File: src/rtl/rom_arbiter.sv
// Shares one single-port ROM between a VGA scanout reader and a CPU reader.
// VGA normally wins; a starved CPU is forced a slot. Results return at fixed latency 2.
module rom_arbiter #(
    parameter int DATA_W     = 8,
    parameter int DEPTH      = 160000,
    parameter int STARVE_MAX = 16
) (
    input  logic              clk,
    input  logic              rst_n,
    input  logic              vga_req,
    input  logic [31:0]       vga_addr,
    output logic              vga_valid,
    output logic [DATA_W-1:0] vga_data,
    output logic              vga_miss,
    input  logic              cpu_req,
    input  logic [31:0]       cpu_addr,
    output logic              cpu_gnt,
    output logic              cpu_valid,
    output logic [DATA_W-1:0] cpu_data,
    output logic              cpu_err,
    output logic [31:0]       rom_addr,
    input  logic [DATA_W-1:0] rom_data
);

    // tag      | meaning
    // TAG_IDLE | no read issued this slot
    // TAG_VGA  | slot owned by the VGA reader
    // TAG_CPU  | slot owned by the CPU (normal or forced)
    typedef enum logic [1:0] {TAG_IDLE, TAG_VGA, TAG_CPU} tag_t;

    localparam int              SW         = $clog2(STARVE_MAX + 1);
    localparam logic [SW-1:0]   STARVE_TOP = SW'(STARVE_MAX);
    localparam logic [31:0]     DEPTH_W    = 32'(DEPTH);

    logic [SW-1:0] starve_cnt;
    logic [31:0]   last_addr;
    tag_t          issue_tag;
    logic [31:0]   issue_addr;
    logic          forced;
    logic          drop;
    tag_t          s1_tag;
    logic          s1_oor;
    logic          s1_miss;

    // Nothing is issued while in reset so rom_addr and cpu_gnt read back as 0.
    always_comb begin
        issue_tag  = TAG_IDLE;
        issue_addr = last_addr;
        drop       = 1'b0;
        forced     = (starve_cnt == STARVE_TOP) && cpu_req;
        if (!rst_n) begin
            issue_tag = TAG_IDLE;
        end else if (forced) begin
            issue_tag  = TAG_CPU;
            issue_addr = cpu_addr;
            drop       = vga_req;
        end else if (vga_req) begin
            issue_tag  = TAG_VGA;
            issue_addr = vga_addr;
        end else if (cpu_req) begin
            issue_tag  = TAG_CPU;
            issue_addr = cpu_addr;
        end
    end

    assign rom_addr = issue_addr;
    assign cpu_gnt  = (issue_tag == TAG_CPU);

    always_ff @(posedge clk or negedge rst_n) begin
        if (!rst_n) begin
            starve_cnt <= '0;
            last_addr  <= '0;
            s1_tag     <= TAG_IDLE;
            s1_oor     <= 1'b0;
            s1_miss    <= 1'b0;
            vga_valid  <= 1'b0;
            vga_data   <= '0;
            vga_miss   <= 1'b0;
            cpu_valid  <= 1'b0;
            cpu_data   <= '0;
            cpu_err    <= 1'b0;
        end else begin
            if (issue_tag != TAG_IDLE) begin
                last_addr <= issue_addr;
            end

            if (!cpu_req || cpu_gnt) begin
                starve_cnt <= '0;
            end else if (starve_cnt != STARVE_TOP) begin
                starve_cnt <= starve_cnt + 1'b1;
            end

            s1_tag  <= issue_tag;
            s1_oor  <= (issue_addr >= DEPTH_W);
            s1_miss <= drop;

            // Stage 2: rom_data belongs to s1_tag's request this cycle.
            vga_valid <= (s1_tag == TAG_VGA);
            cpu_valid <= (s1_tag == TAG_CPU);
            vga_miss  <= s1_miss;
            cpu_err   <= (s1_tag == TAG_CPU) && s1_oor;
            if (s1_tag == TAG_VGA) begin
                vga_data <= s1_oor ? '0 : rom_data;
            end
            if (s1_tag == TAG_CPU) begin
                cpu_data <= s1_oor ? '0 : rom_data;
            end
        end
    end

endmodule

File: config.mk
export PLATFORM = sky130hd
export DESIGN_NAME = rom_arbiter
export DESIGN_NICKNAME = d
export VERILOG_FILES = /design/src/rtl/rom_arbiter.sv
export SDC_FILE = /design/constraint.sdc
export NUM_CORES = 1
export LEC_CHECK = 0
export ABC_AREA = 1
export CAP_MARGIN = 25
export CORE_ASPECT_RATIO = 0.7
export CORE_MARGIN = 1
export CORE_UTILIZATION = 45
export CTS_CLUSTER_SIZE = 24
export DETAILED_ROUTE_END_ITERATION = 8
export PLACE_DENSITY = 0.81
export SETUP_SLACK_MARGIN = 0.15
export SYNTH_ARGS = -nofsm -noshare
export SYNTH_HDL_FRONTEND = slang
export SYNTH_SLANG_ARGS = --single-unit
File: constraint.sdc
create_clock -name clk -period 2.3 [get_ports clk]
set_input_delay 0.46 -clock clk [delete_from_list [all_inputs] [get_ports clk]]
set_output_delay 0.46 -clock clk [all_outputs]
set_load 0.02 [all_outputs]
After elaboration in Yosys (flattened, before gate mapping)
Index checks and enable logic that the tools add are counted.
Word-level totals
  flip-flop bits (word level): 61
  output and inout bits: 53
  logic and storage cells: 37
Operators by class
  $add $sub $neg: 1
  magnitude comparators: 1
  equal/unequal tests: 5
  multiplexer cells: 13
  reduce and logical (&&, ||, !) cells: 6
Operators with widths (count)
  2-to-1 mux 32 bit: 4
  >= comparator 32 x 18 -> 1 bit (second input constant): 1
  2-to-1 mux 5 bit: 2
  2-to-1 mux 2 bit: 4
  2-to-1 mux 8 bit: 1
  adder 5 x 1 -> 5 bit (second input constant): 1
  == test 5 bit (second input constant): 1
  inequality test 5 bit (second input constant): 1
  == test 2 bit (second input constant): 2
  nonzero test 2 bit: 2
  == test 2 x 1 -> 1 bit (second input constant): 1
  logical AND 1 bit: 2
  2-to-1 mux 1 bit: 2
  zero test 1 bit: 1
  logical OR 1 bit: 1

Depth between registers and ports, before layout
  depth in word-level cells: 7
  depth in mapped cells: 15

Worst setup path before layout
OpenSTA, ideal clock, no wires.
  path type: reg-to-output
  from: register starve_cnt[0]
  to: output rom_addr[1]
  arrival: 1.650 ns
  path slack: 0.190 ns
  cell stages (with the launch flop): 10
  path buffers: 1
  cell sequence: dfrtp_1 -> inv_1 -> ha_1 -> nand3_1 -> nor2_2 -> nor2_2 -> buf_6 -> nor2_2 -> nand2_1 -> o21ai_0
On the way
  word-level cells in the longest chain between the ends: 4
Ends and longest elaborated chain
  start: declaration: line 35  | logic [SW-1:0] starve_cnt;
  start signal: assignment: line 90  | starve_cnt <= starve_cnt + 1'b1;
  == test 5 bit: line 50  | forced = (starve_cnt == STARVE_TOP) && cpu_req;
  logical AND 1 bit: line 50
  2-to-1 mux 32 bit: line 53  | end else if (forced) begin
  2-to-1 mux 32 bit: line 51  | if (!rst_n) begin
  end: declaration: line 21  | output logic [31:0] rom_addr,
No other way between the ends.

Worst setup path in the final report
  from: input cpu_req
  to: output rom_addr[28]
On the way
  word-level cells in the longest chain between the ends: 4
  elaborated cells on any way between the ends: 5
  those cells by class: mux: 4; reduce/logical: 1
Ends and longest elaborated chain
  start: declaration: line 15  | input logic cpu_req,
  2-to-1 mux 32 bit: line 60  | end else if (cpu_req) begin
  2-to-1 mux 32 bit: line 57  | end else if (vga_req) begin
  2-to-1 mux 32 bit (*): line 53
  2-to-1 mux 32 bit (*): line 51
Mark *: on every way between the ends. The rest lies on a longest branch, timed or not.

==> out/qor.yml <==
grt-ovfl-total: 0
port_buffers: 128
fin_util: 0.909
final_layout_size_suffix_gt1_frac: 0.404
synth_area_leaders: "dfrtp_1 44%, nand2_1 19%, inv_1 9.0%"
ys_types: 27
nets: 837
routabilityCongestion: 0.877
num_rows: 26
wl_per_cell_um: 21.6
coreArea_um2: 7380
maxSlewHeadroom: 0.486
diodes: 0
start_util: 0.468
track_usage: 0.342
htree_num_levels: 3
ios: 129
grt_pass1_wl_um: 20700
cts_buffers: 9
violations: "negative setup slack"
synthCells: 505
grt_pass1_vias: 4259
drc: 0
power_uw: 3580
synth_nets: 583
synth_top_area_share: 0.441
power.leakage_uw: 0.00348
synth_edf_count: 0
ys_ff_latch: 61
worstSetupStartpointType: "primary input"
area_delta_synth_final_pct: 93.9
cp.required_ns: 1.84
clkSinkCount: 61
vias: 5073
viasPerCell: 5.89
outcome: "complete, but fails checks"
ys.warnings.count: 0
drv_slew: 0
hold_violations: 0
dp_hpwl_um: 8330
finClkSkew_ns: 0.0114
setup-violations-final: 35
min_period_ns: 2.87
antenna_found_initial: 0
setup_ws_ns: -0.571
cts_buffer_depth: 2
clk_latency_ns: 0.36
dr.pass1.iters: 5
synth_top_cell_by_area: "dfrtp_1"
crit_type: "primary input to output port"
synth-seq-area-share: 0.441
syn_area_um2: 3460
cp_data_arrival_time_ns: 2.41
die_w_um: 107
cts_hold_buf: 0
async_flop_share: 1.00
synthFlopType: "dfrtp_1"
slowest_stage: "nor2_2"
grt_max_degree: 22
cts_root_buf: "clkbuf_8"
drtIter0Drc: 543
slowest_delay_ns: 0.36
fmax_mhz: 348
crit_path_cell_trace: "dlygate4sd2_1 > inv_2 > nor2_2 > nand3_4 > buf_8 > buf_6 > nand2_2 > nand2_2 > nor2_2 > nor2_1 > inv_1 > buf_6"
yosysMostFrequentCell: "nand2_1"
r2r_slack_ns: -0.54
cts.reportedPaths.clkPinSlew_ns: 0.07
die_area_um2: 8050
end_kind: "output port"
routed_wl_um: 18600
max-cap-violations: 0
final_antenna_net_count: 0
vdd.ir_drop.worst_v: 0.000372
netlist_top_cells_count: "172 x nand2_1, 83 x inv_1, 79 x nor2_1, 61 x dfrtp_1, 22 x o21ai_0"
hp-class: "primary input to async pin"
chipHeight_um: 75.4
cts_tree: "built"
period_share: 1.25
avgSynthCellArea_um2: 6.85
cp_max_fo: 6
worst_pin_slew_ns: 0.768
rsz0062_at_grt: "yes"
p_per_area_nw_per_um2: 534
==> timing repair <==
action                                  4_1_cts  5_1_grt
endpoints found under the setup margin       34       38
setup buffers                                36       20
resized for setup                           274      106
gates cloned                                  1        0
hold endpoints to repair                      0        0
pin swaps                                    48       46
==> worst max-delay path, delay by kind of cell <==
family,cells,cell delay (ns)
AND/OR/NAND/NOR,6,0.92
buffers and inverters,6,1.01
==> routing by layer <==
layer / vias to the layer above / GRT usage / routed length, um
li1: 2031 / - / -
met1: 2348 / 0.415 / 6840
met2: 516 / 0.581 / 8160
met3: 178 / 0.0864 / 2150
met4: 0 / 0.178 / 1460
met5: - / 0 / 0
==> where the power goes <==
part	switching, uW	internal (uW)	leakage [uW]
Clock	491	506	0.000100
Combinational	725	659	0.00260
Sequential	49.5	1150	0.000777
Total	1260	2320	0.00348
==> sequential cells by signal, indices dropped and copies added (netlist names) <==
register    count
vga_miss        1
vga_valid       1
s1_oor          1
cpu_data        8
last_addr      32
s1_miss         1
cpu_valid       1
cpu_err         1
vga_data        8
starve_cnt      5
s1_tag          2
==> cells by family (layout without fill, tap and decap cells) <==
family                     after synthesis  count (layout)  share of synthesized area
and+or+nand+nor                        287             287                      0.333
buffers and inverters                  102             361                      0.116
DFF                                     61              61                      0.441
AOI/OAI and AO/OA                       43              43                     0.0705
muxes                                    8               8                     0.0260
adders and majority gates                2               2                    0.00723
xor gates and xnor gates                 2               2                    0.00506
==> placed cells by master (no fill, tap or decap), types with 2 or more instances in the layout <==
cell	count
a21oi_1	3
a21oi_2	7
a21oi_4	2
a22oi_1	5
buf_12	7
buf_4	100
buf_6	53
buf_8	4
clkbuf_8	9
clkdlybuf4s50_1	92
clkinv_2	2
dfrtp_1	61
inv_1	71
inv_2	12
inv_6	2
mux2_2	8
nand2_1	133
nand2_2	24
nand2_4	14
nand3_1	6
nand3_2	2
nand3_4	3
nand4_1	6
nor2_1	55
nor2_2	17
nor2_4	11
nor3_1	3
o21ai_0	14
o21ai_2	5
o21ai_4	3
or2_2	11
==> path summary, 6_finish.rpt <==
check / from / to / cells after the start
max in group asynchronous: rst_n / cpu_data[3] / 4
worst min register to register: s1_miss / vga_miss / 0
worst min-delay path: rst_n / last_addr[9] / 2
worst max-delay path: cpu_req / rom_addr[28] / 12
worst max register to register: starve_cnt[2] / s1_oor / 20
min in group clk: s1_miss / vga_miss / 0
==> layout make-up <==
class	count	area, um^2
repair buffers	260	2520
multi-input cells	342	2020
flip-flops and latches	61	1530
fillers	275	676
inverters	85	322
clock buffers	9	124
well taps	98	123
clock inverters	7	73.8
==> per-stage QoR <==
stage	hold slack, ns	instance area (um^2)	setup TNS [ns]	instances	worst slack, ns
2_1_floorplan	0.164	3460	0	505	0.190
3_3_place_gp	0.335	5400	-19.81	789	-0.646
3_5_place_dp	0.353	5400	-22.27	789	-0.766
4_1_cts	0.124	6180	-5.75	842	-0.282
5_1_grt	0.152	6710	-14.53	862	-0.593
6_report	0.157	6710	-14.03	862	-0.571
Note: power is estimated with default switching activity, not from simulation.
